### config.mk
export PLATFORM = sky130hd
export DESIGN_NAME = arb_mux_rr
export DESIGN_NICKNAME = d
export VERILOG_FILES = /design/src/rtl/arb_mux_rr.sv
export SDC_FILE = /design/constraint.sdc
export NUM_CORES = 1
export LEC_CHECK = 0
export ABC_AREA = 1
export BUFFER_PORTS_ARGS = -buffer_cell sky130_fd_sc_hd__buf_2
export CORE_MARGIN = 2
export CORE_UTILIZATION = 35
export CTS_CLUSTER_SIZE = 14
export DETAILED_ROUTE_END_ITERATION = 12
export MAX_ROUTING_LAYER = met4
export SKIP_CTS_REPAIR_TIMING = 1
export SYNTH_ARGS = -nofsm -noshare
export SYNTH_HDL_FRONTEND = slang
export SYNTH_SLANG_ARGS = --single-unit
export TNS_END_PERCENT = 5
### constraint.sdc
create_clock -name clk -period 2.05 [get_ports clk]
set_input_delay 0.615 -clock clk [delete_from_list [all_inputs] [get_ports clk]]
set_output_delay 0.615 -clock clk [all_outputs]
set_load 0.05 [all_outputs]
### src/rtl/arb_mux_rr.sv
// Round-robin packet arbiter feeding a single registered output beat.
// A channel that starts a packet keeps the grant until its last beat is accepted.
module arb_mux_rr #(
    parameter int InputWidth = 4,
    parameter int DataWidth  = 8
) (
    input  logic                            clk,
    input  logic                            rst,
    input  logic [InputWidth-1:0]           in_valid_i,
    output logic [InputWidth-1:0]           in_ready_o,
    input  logic [InputWidth*DataWidth-1:0] in_data_i,
    input  logic [InputWidth-1:0]           in_last_i,
    output logic                            out_valid_o,
    input  logic                            out_ready_i,
    output logic [DataWidth-1:0]            out_data_o,
    output logic                            out_last_o,
    output logic [InputWidth-1:0]           out_sel_o
);

    localparam int N = InputWidth;

    typedef enum logic {
        ST_OPEN   = 1'b0,
        ST_LOCKED = 1'b1
    } lock_state_t;

    lock_state_t          state_q, state_d;
    logic [N-1:0]         ptr_q, ptr_d;
    logic [N-1:0]         lock_sel_q, lock_sel_d;
    logic [N-1:0]         mask_hi, req_hi, grant, xfer_sel;
    logic                 acc, xfer, xfer_last;
    logic [DataWidth-1:0] mux_data;

    // Requests at or above the pointer win; otherwise wrap to the lowest index.
    always_comb begin
        mask_hi = ~(ptr_q - N'(1));
        req_hi  = in_valid_i & mask_hi;
        if (state_q == ST_LOCKED) begin
            grant = lock_sel_q & in_valid_i;
        end else if (|req_hi) begin
            grant = req_hi & (~req_hi + N'(1));
        end else begin
            grant = in_valid_i & (~in_valid_i + N'(1));
        end
    end

    assign acc        = ~out_valid_o | out_ready_i;
    assign in_ready_o = grant & {N{acc & ~rst}};
    assign xfer_sel   = in_valid_i & in_ready_o;
    assign xfer       = |xfer_sel;
    assign xfer_last  = |(xfer_sel & in_last_i);

    // xfer_sel is one-hot, so a plain AND-OR picks the payload.
    always_comb begin
        mux_data = '0;
        for (int k = 0; k < N; k++) begin
            mux_data = mux_data | (in_data_i[k*DataWidth +: DataWidth] & {DataWidth{xfer_sel[k]}});
        end
    end

    always_comb begin
        state_d    = state_q;
        ptr_d      = ptr_q;
        lock_sel_d = lock_sel_q;
        if (xfer) begin
            if (xfer_last) begin
                state_d = ST_OPEN;
                ptr_d   = (xfer_sel << 1) | (xfer_sel >> (N - 1));
            end else begin
                state_d    = ST_LOCKED;
                lock_sel_d = xfer_sel;
            end
        end
    end

    always_ff @(posedge clk) begin
        if (rst) begin
            state_q     <= ST_OPEN;
            ptr_q       <= N'(1);
            lock_sel_q  <= '0;
            out_valid_o <= 1'b0;
            out_data_o  <= '0;
            out_last_o  <= 1'b0;
            out_sel_o   <= '0;
        end else begin
            state_q    <= state_d;
            ptr_q      <= ptr_d;
            lock_sel_q <= lock_sel_d;
            if (xfer) begin
                out_valid_o <= 1'b1;
                out_data_o  <= mux_data;
                out_last_o  <= xfer_last;
                out_sel_o   <= xfer_sel;
            end else if (out_ready_i) begin
                out_valid_o <= 1'b0;
            end
        end
    end

endmodule

==> run_results.csv, run 1 <==
group,metric,value,unit
clocking,numClockSinks,23,
synth,synth_ff_type,"dfxtp_1",
flow_run,cap_violations,0,
clocking,cts_tree,"yes",
final_layout,design_area,2040,µm²
floorplan,core_area,3720,µm²
floorplan,initial_core_util,37.1,%
detailed_routing,post-route-drc-count,0,
detailed_routing,via_per_inst,4.56,
synth,syn_inst,213,
critical_path,critPathLaunchType,"flop",
placed_design,placed_area,1900,µm²
detailed_routing,wl,3850,µm
sta,drv_slew,0,
placed_design,gp_congestion,0.893,
grt,grt_antenna_before_repair,0,
sta,period_share,113,%
sta,setup_total_negative_slack,-0.885,ns
detailed_routing,firstDrtPassIters,4,
critical_path,reg2reg_depth,17,
final_layout,areaGrowthSynthToFinish,47.6,%
critical_path,critPathKind,"reg -> out",
final_layout,fin_util,54.8,%
sta,fmax,0.431,GHz
clocking,clkSlewWorstSetupHoldPaths,0.08,ns
clocking,cts.path.max_buffers,2,
synth,synthDistinctLibCells,21,
critical_path,worstPathMaxFanout,4,
floorplan,die_w,66.8,µm
final_layout,finalNetCount,341,
min_path,hold_class,"reg -> reg",
placed_design,place.port_buffers,60,
grt,grt_max_degree,19,
clocking,cts_inserted_buffers,3,
synth,synth.net_count,257,
synth,ys_seq_area_share,33.4,%
status,violations,"setup timing",
critical_path,cp_data_required_time,1.43,ns
sta,max-slew-margin-rel,82.8,%
pwr,peakVddDrop,0.680,mV
synth,synthArstFlopShare,0,%
placed_design,hpwl,2990,µm
synth,synth_area_leaders,"dfxtp_1 (33%), nand2_1 (16%), nand3_1 (9.1%), nor2_1 (6.3%), nand2_2 (5.9%)",
sta,setup_violations,4,
synth,synth_top_area_share,33.4,%
grt,grt_use_total,19.2,%
synth,ys_ff_latch,23,
grt,grt_pass1_vias,1432,
min_path,min_to,"out_data_o[6]$_SDFFE_PP0P_",
sta,min_period,2.32,ns
synth,synth.most_common_cell,"nand2_1",
critical_path,cp.arrival,1.70,ns
final_layout,drive_gt1_share,47.0,%
synth,synth_commonest_cells,"nand2_1 (60), nand3_1 (25), dfxtp_1 (23), nor2_1 (23), inv_1 (21)",
pwr,p_per_area,1350,nW/µm²
critical_path,rrSetupSlack,0.01,ns
final_layout,final_cells,344,
detailed_routing,drtIter0Drc,31,
grt,grt_pass1_wl,6220,µm
synth,synth_top_area_cell,"dfxtp_1",
sta,final-hold-violation-count,0,
detailed_routing,vias,1567,
floorplan,rows,22,
floorplan,die_y,66.8,µm
clocking,htreeDepth,1,
critical_path,rr_startpoint,"ptr_q[0]$_SDFFE_PP1P_",
clocking,clk_latency,0.26,ns
detailed_routing,avgRoutedWirePerCell,11.2,µm
sta,worstMarginPinSlew,0.258,ns
synth,ys_warn_count,0,
sta,fin_worst_skew,0.00268,ns
placed_design,place_inst,338,
final_layout,antenna_cells,0,
critical_path,r2r_end,"out_data_o[4]$_SDFFE_PP0P_",
synth,syn_avg_cell_area,6.48,µm²
status,outcome,"complete, but fails checks",
final_layout,fillers,381,
sta,worst_hold_slack,0.470,ns
sta,setup_ws,-0.269,ns
synth,synth-edff-count,0,
floorplan,die-area,4460,µm²
sta,rsz0062_at_grt,"yes",
synth,syn_area,1380,µm²
grt,overflow,0,
min_path,min_path_cells,2,
floorplan,design.portCount,61,
critical_path,end_kind,"primary output",
pwr,leakage,1.05,nW
clocking,cts_root_buffer,"clkbuf_8",
min_path,hp-start,"out_data_o[6]$_SDFFE_PP0P_",
detailed_routing,final_antenna_net_count,0,
per-stage QoR:
step           power (mW)  setup WS [ns]
6_report             2.74         -0.269
5_1_grt              2.95         -0.398
4_1_cts              2.62         -0.433
3_5_place_dp         2.33         -0.276
3_3_place_gp         2.31         -0.245
2_1_floorplan        1.90        0.00475
cells by family after synthesis:
group / after synthesis / share of synthesized area, %
compound gates: 28 / 12.9
fa+ha+maj: 1 / 0.906
buf+inv: 34 / 11.4
flops: 23 / 33.4
simple gates: 127 / 41.4
final cells by class:
class	instances	area, µm²	share of cell area, %
multi-input combinational	156	810	39.7
timing repair buffer	87	547	26.8
sequential	23	463	22.7
inverter	26	113	5.53
tap	48	60.1	2.95
clock buffer	4	45.0	2.21
worst max-delay path: stages, from the launching register on:
cell and delay [ns]:
dfxtp_2 0.35, inv_2 0.06, ha_4 0.27, nand2_2 0.04
nand2_2 0.06, inv_2 0.04, nand2_2 0.06, inv_2 0.05
nand2_2 0.05, nand2_1 0.05, nand2_1 0.06, nand2_2 0.07
nand2_4 0.10, inv_8 0.03, buf_8 0.14
worst max-delay path by stage:
stage	cells past startpoint	end	slack, ns	startpoint
after floorplan	12	in_ready_o[1]	0.005	in_valid_i[0]
after global placement	13	in_ready_o[1]	-0.24	in_valid_i[0]
after detailed placement	17	out_data_o[4]$_SDFFE_PP0P_	-0.28	in_valid_i[0]
after CTS	14	in_ready_o[1]	-0.43	ptr_q[0]$_SDFFE_PP1P_
after global routing	14	in_ready_o[0]	-0.40	ptr_q[0]$_SDFFE_PP1P_
final	14	in_ready_o[1]	-0.27	ptr_q[0]$_SDFFE_PP1P_
registers in the layout (all words and copies together) (netlist names):
register,flops
out_valid_o,1
out_data_o,8
state_q,1
lock_sel_q,4
out_sel_o,4
out_last_o,1
ptr_q,4
cell usage in the layout, fill, tap and decap left out:
master / n
o21ai_0: 6
nand3_1: 25
ha_4: 1
nand2_2: 18
a21oi_4: 1
inv_2: 8
dfxtp_2: 2
nor2_4: 2
nor3_1: 2
nand2_4: 2
clkbuf_8: 3
buf_4: 26
inv_8: 2
nand3_2: 1
buf_8: 4
clkbuf_1: 1
buf_6: 1
inv_1: 16
nor2_1: 20
nor2_2: 3
buf_2: 56
a21oi_1: 12
nand2_1: 54
dfxtp_1: 21
a21oi_2: 9
per-layer routing:
metal,wire length [µm],GRT usage (%)
met1,1800,23.6
met2,1760,31.5
met3,207,2.87
met4,82,7.91
met5,0,-
report_power, final:
part,total [mW],internal [mW],leakage (nW),switching (mW)
registers,0.688,0.596,0.189,0.0922
logic,1.77,0.638,0.835,1.13
clock network,0.283,0.139,0.0228,0.144
No activity file was read; power rests on OpenSTA's default activity.
==> inputs of run 2 (changes only) <==
==> constraint.sdc (replaced) <==
create_clock -name clk -period 1.9 [get_ports clk]
set_input_delay 0.57 -clock clk [delete_from_list [all_inputs] [get_ports clk]]
set_output_delay 0.57 -clock clk [all_outputs]
set_load 0.05 [all_outputs]
==> run_results.csv, run 2 (synthesis results as in run 1) <==
group,metric,value,unit
status,outcome,"complete, but fails checks",
status,violations,"setup timing",
grt,grt_antenna_before_repair,0,
final_layout,finalNetCount,342,
detailed_routing,post-route-drc-count,0,
sta,worst_hold_slack,0.468,ns
sta,setup_ws,-0.368,ns
placed_design,hpwl,2940,µm
sta,final-hold-violation-count,0,
final_layout,final_common_cell,"buf_2",
clocking,numClockSinks,23,
critical_path,end_kind,"primary output",
critical_path,rr_startpoint,"ptr_q[0]$_SDFFE_PP1P_",
sta,min_period,2.27,ns
final_layout,top_register,"out_data_o",
grt,grt_pass1_wl,6100,µm
sta,fmax,0.441,GHz
min_path,hp-start,"out_data_o[3]$_SDFFE_PP0P_",
floorplan,initial_core_util,37.1,%
sta,drv_slew,0,
detailed_routing,vias,1534,
pwr,p_total,2.95,mW
detailed_routing,final_antenna_net_count,0,
critical_path,rrSetupSlack,-0.18,ns
grt,grt_max_degree,19,
min_path,min_path_cells,2,
clocking,clkSlewWorstSetupHoldPaths,0.08,ns
min_path,hold_class,"reg -> reg",
floorplan,die_w,66.8,µm
final_layout,final_cells,345,
detailed_routing,via_per_inst,4.45,
floorplan,die_y,66.8,µm
sta,period_share,119,%
sta,setup_violations,25,
grt,grt_pass1_vias,1467,
floorplan,rows,22,
floorplan,die-area,4460,µm²
grt,overflow,0,
final_layout,drive_gt1_share,47.1,%
sta,fin_worst_skew,0.00261,ns
final_layout,largest_register_ff_count,8,
critical_path,cp.arrival,1.70,ns
sta,rsz0062_at_grt,"yes",
clocking,clk_latency,0.26,ns
critical_path,r2r_end,"out_data_o[5]$_SDFFE_PP0P_",
pwr,peakVddDrop,0.641,mV
sta,max-slew-margin-rel,83.0,%
detailed_routing,firstDrtPassIters,4,
min_path,min_to,"out_data_o[3]$_SDFFE_PP0P_",
placed_design,place_inst,340,
detailed_routing,wl,3690,µm
clocking,htreeDepth,1,
placed_design,gp_congestion,0.811,
final_layout,final_cell_mix,"buf_2 (56), nand2_1 (53), buf_4 (27)",
final_layout,antenna_cells,0,
floorplan,core_area,3720,µm²
clocking,cts_root_buffer,"clkbuf_8",
detailed_routing,avgRoutedWirePerCell,10.7,µm
clocking,cts_tree,"yes",
clocking,cts_inserted_buffers,3,
critical_path,reg2reg_depth,19,
final_layout,areaGrowthSynthToFinish,47.6,%
detailed_routing,drtIter0Drc,49,
pwr,leakage,1.05,nW
flow_run,cap_violations,0,
critical_path,cp_data_required_time,1.33,ns
critical_path,critPathLaunchType,"flop",
sta,worstMarginPinSlew,0.257,ns
critical_path,critPathKind,"reg -> out",
floorplan,design.portCount,61,
pwr,p_per_area,1450,nW/µm²
grt,grt_use_total,18.2,%
clocking,cts.path.max_buffers,2,
critical_path,worstPathMaxFanout,4,
placed_design,place.port_buffers,60,
[run 2: cell types whose count changed in the layout (fill, tap and decap cells not counted), moves of 2 or more]
cell,delta
nand3_1,-2
a21oi_2,-2
nand3_2,+2
o21ai_0,-2
o21ai_1,+2
buf_8,-2
a21oi_1,+2
buf_6,+2
[run 2: layout make-up]
cell class	instances	area [µm²]
repair buffers	88	547
well taps	48	60.1
clock buffers	4	45.0
fillers	404	1680
inverters	26	110
multi-input cells	156	812
flip-flops and latches	23	463
[run 2: worst max-delay path by stage]
| stage | end | start | depth (start not counted) | slack, ns |
|---|---|---|---|---|
| finish | in_ready_o[0] | ptr_q[0]$_SDFFE_PP1P_ | 14 | -0.37 |
| global route | in_ready_o[1] | ptr_q[0]$_SDFFE_PP1P_ | 14 | -0.50 |
| CTS | in_ready_o[1] | ptr_q[0]$_SDFFE_PP1P_ | 14 | -0.53 |
| detailed placement | out_data_o[5]$_SDFFE_PP0P_ | in_valid_i[0] | 17 | -0.34 |
| global placement | in_ready_o[3] | in_valid_i[0] | 10 | -0.30 |
| floorplan | in_ready_o[1] | ptr_q[0]$_SDFFE_PP1P_ | 14 | -0.08 |
[run 2: routing by layer]
| layer | vias up | routed length [µm] | global-route usage (%) |
|---|---|---|---|
| met5 | - | 0 | - |
| met4 | 0 | 30 | 3.83 |
| met3 | 4 | 213 | 3.21 |
| met2 | 44 | 1690 | 30.5 |
| met1 | 653 | 1760 | 23.2 |
| li1 | 833 | - | - |
[run 2: per-stage QoR]
| step | setup WS (ns) | instance area [µm²] | TNS, ns | utilization [%] |
|---|---|---|---|---|
| finish | -0.368 | 2040 | -3.95 | 54.8 |
| global placement | -0.300 | 1920 | -5.85 | 51.6 |
| detailed placement | -0.341 | 1920 | -6.82 | 51.6 |
| CTS | -0.534 | 1960 | -6.57 | 52.8 |
| global route | -0.497 | 2040 | -8.93 | 54.8 |
| floorplan | -0.0800 | 1440 | -0.182 | - |
[run 2: worst max-delay path, cell delays in order (launching register included)]
cell,delay (ns)
dfxtp_2,0.35
inv_2,0.05
ha_4,0.27
nand2_2,0.04
nand2_2,0.07
inv_2,0.03
nand2_2,0.06
inv_2,0.05
nand2_2,0.05
nand2_1,0.05
nand2_1,0.07
nand2_2,0.06
nand2_2,0.08
inv_2,0.05
buf_8,0.14
[run 2: report_power, final]
group | internal [mW] | switching (mW) | total [mW]
clock | 0.150 | 0.156 | 0.306
combinational | 0.694 | 1.21 | 1.90
sequential | 0.642 | 0.0937 | 0.736
total | 1.49 | 1.46 | 2.95
==> inputs of run 3 (changes only) <==
==> constraint.sdc (replaced) <==
create_clock -name clk -period 1.9 [get_ports clk]
set_input_delay 0.57 -clock clk [delete_from_list [all_inputs] [get_ports clk]]
set_output_delay 0.57 -clock clk [all_outputs]
set_load 0.01 [all_outputs]
==> run_results.csv, run 3 (synthesis results as in run 1) <==
group,metric,value,unit
sta,worstMarginPinSlew,0.253,ns
detailed_routing,drtIter0Drc,24,
floorplan,initial_core_util,37.1,%
critical_path,r2r_end,"out_sel_o[2]$_SDFFE_PP0P_",
critical_path,endpoint,"in_ready_o[0]",
sta,setup_violations,20,
floorplan,design.portCount,61,
critical_path,cp_data_required_time,1.33,ns
final_layout,areaGrowthSynthToFinish,48.6,%
pwr,p_sw,1.08,mW
grt,grt_antenna_before_repair,0,
sta,worst_hold_slack,0.466,ns
critical_path,rrSetupSlack,-0.07,ns
status,violations,"setup timing",
grt,grt_use_total,19.1,%
status,outcome,"complete, but fails checks",
detailed_routing,avgRoutedWirePerCell,11.0,µm
final_layout,final_common_cell,"buf_2",
critical_path,worstPathMaxFanout,4,
critical_path,slowest_delay,0.34,ns
critical_path,slowest_stage,"dfxtp_2",
final_layout,top_register,"out_data_o",
floorplan,die-area,4460,µm²
pwr,power_frac_clock,11.8,%
critical_path,end_kind,"primary output",
critical_path,cpMostUsedCell,"nand2_2",
pwr,peakVddDrop,0.562,mV
final_layout,final_cells,345,
critical_path,critPathKind,"reg -> out",
pwr,comb_power_share,59.1,%
final_layout,antenna_cells,0,
sta,fin_worst_skew,0.00242,ns
pwr,p_int,1.45,mW
final_layout,fin_util,55.2,%
final_layout,finalNetCount,342,
clocking,clkSlewWorstSetupHoldPaths,0.08,ns
floorplan,core_area,3720,µm²
sta,setup_total_negative_slack,-1.47,ns
grt,grt_pass1_vias,1519,
min_path,hold_class,"reg -> reg",
critical_path,cp.arrival,1.66,ns
placed_design,gp_congestion,0.840,
floorplan,die_y,66.8,µm
sta,max-slew-margin-rel,83.2,%
clocking,cts_tree,"yes",
clocking,clk_latency,0.26,ns
critical_path,cp-startpoint,"ptr_q[0]$_SDFFE_PP1P_",
clocking,htreeDepth,1,
sta,drv_slew,0,
pwr,p_per_area,1240,nW/µm²
sta,fmax,0.449,GHz
final_layout,multi_input_area,831,µm²
sta,rsz0062_at_grt,"yes",
sta,setup_ws,-0.329,ns
critical_path,critPathLaunchType,"flop",
floorplan,die_w,66.8,µm
detailed_routing,post-route-drc-count,0,
detailed_routing,wl,3790,µm
final_layout,largest_register_ff_count,8,
final_layout,drive_gt1_share,47.8,%
clocking,cts.path.max_buffers,2,
critical_path,rr_startpoint,"ptr_q[1]$_SDFFE_PP0P_",
sta,period_share,117,%
placed_design,place.port_buffers,60,
detailed_routing,via_per_inst,4.54,
critical_path,reg2reg_depth,19,
grt,grt_pass1_wl,6310,µm
grt,grt_max_degree,19,
sta,final-hold-violation-count,0,
flow_run,cap_violations,0,
sta,min_period,2.23,ns
pwr,switching_share,42.8,%
pwr,leakage,1.05,nW
placed_design,place_inst,338,
final_layout,fillers,396,
detailed_routing,vias,1566,
placed_design,hpwl,2990,µm
floorplan,rows,22,
detailed_routing,final_antenna_net_count,0,
clocking,cts_inserted_buffers,3,
final_layout,seq_area,463,µm²
clocking,cts_root_buffer,"clkbuf_8",
grt,overflow,0,
clocking,numClockSinks,23,
final_layout,final_cell_mix,"buf_2 (58), nand2_1 (53), buf_4 (26)",
detailed_routing,firstDrtPassIters,4,
pwr,p_seq_share,29.1,%
critical_path,crit_path_cell_trace,"inv_2 -> ha_4 -> nand2_2 -> nand2_2 -> inv_2 -> nand2_2 -> inv_2 -> nand2_2 -> nand2_1 -> nand2_1 -> nand2_2 -> nand2_2 -> inv_2 -> buf_6",
-- run 3: cell count changes in the layout (fill, tap and decap cells not counted), sizes merged --
| cell | before | now |
|---|---|---|
| clkinv | 0 | 1 |
| inv | 26 | 25 |
-- run 3: worst min path at each step --
| stage | start | to | slack (ns) | depth (start not counted) |
|---|---|---|---|---|
| 6_report | out_data_o[3]$_SDFFE_PP0P_ | out_data_o[3]$_SDFFE_PP0P_ | 0.47 | 2 |
| 5_1_grt | out_data_o[0]$_SDFFE_PP0P_ | out_data_o[0]$_SDFFE_PP0P_ | 0.49 | 2 |
| 4_1_cts | out_data_o[5]$_SDFFE_PP0P_ | out_data_o[5]$_SDFFE_PP0P_ | 0.47 | 2 |
| 3_5_place_dp | out_data_o[5]$_SDFFE_PP0P_ | out_data_o[5]$_SDFFE_PP0P_ | 0.46 | 2 |
| 3_3_place_gp | out_data_o[5]$_SDFFE_PP0P_ | out_data_o[5]$_SDFFE_PP0P_ | 0.45 | 2 |
| 2_1_floorplan | lock_sel_q[2]$_SDFFE_PP0P_ | lock_sel_q[2]$_SDFFE_PP0P_ | 0.44 | 2 |
-- run 3: through the flow --
| stage | area [µm²] | worst slack, ns | total power, mW |
|---|---|---|---|
| final | 2050 | -0.329 | 2.54 |
| after global routing | 2050 | -0.440 | 2.77 |
| after CTS | 1960 | -0.364 | 2.39 |
| after detailed placement | 1910 | -0.188 | 2.08 |
| after global placement | 1910 | -0.162 | 2.09 |
| after floorplan | 1420 | -0.0347 | 1.65 |
-- run 3: critical path: cells and delay by family, from the launching register on --
kind | cells | cell delay (ns)
and+or+nand+nor | 8 | 0.49
DFF | 1 | 0.34
buffers and inverters | 5 | 0.30
adders and majority gates | 1 | 0.27
-- run 3: layer usage --
metal	track usage, %	share of wire [%]
met1	23.6	46
met4	6.89	1.9
met5	-	0
met2	32.1	46
met3	2.53	5.9
-- run 3: cell type report --
cell class / instances / share of cell area (%)
clock buffers: 4 / 2.20
inverters: 26 / 5.49
multi-input cells: 156 / 40.5
flip-flops and latches: 23 / 22.6
well taps: 48 / 2.93
repair buffers: 88 / 26.3
-- run 3: power groups by stage --
stage | sequential (mW) | clock [mW] | combinational [mW]
after detailed placement | 0.744 | 0 | 1.34
after floorplan | 0.788 | 0 | 0.866
after CTS | 0.734 | 0.313 | 1.34
final | 0.738 | 0.300 | 1.50
after global placement | 0.742 | 0 | 1.34
after global routing | 0.760 | 0.338 | 1.67
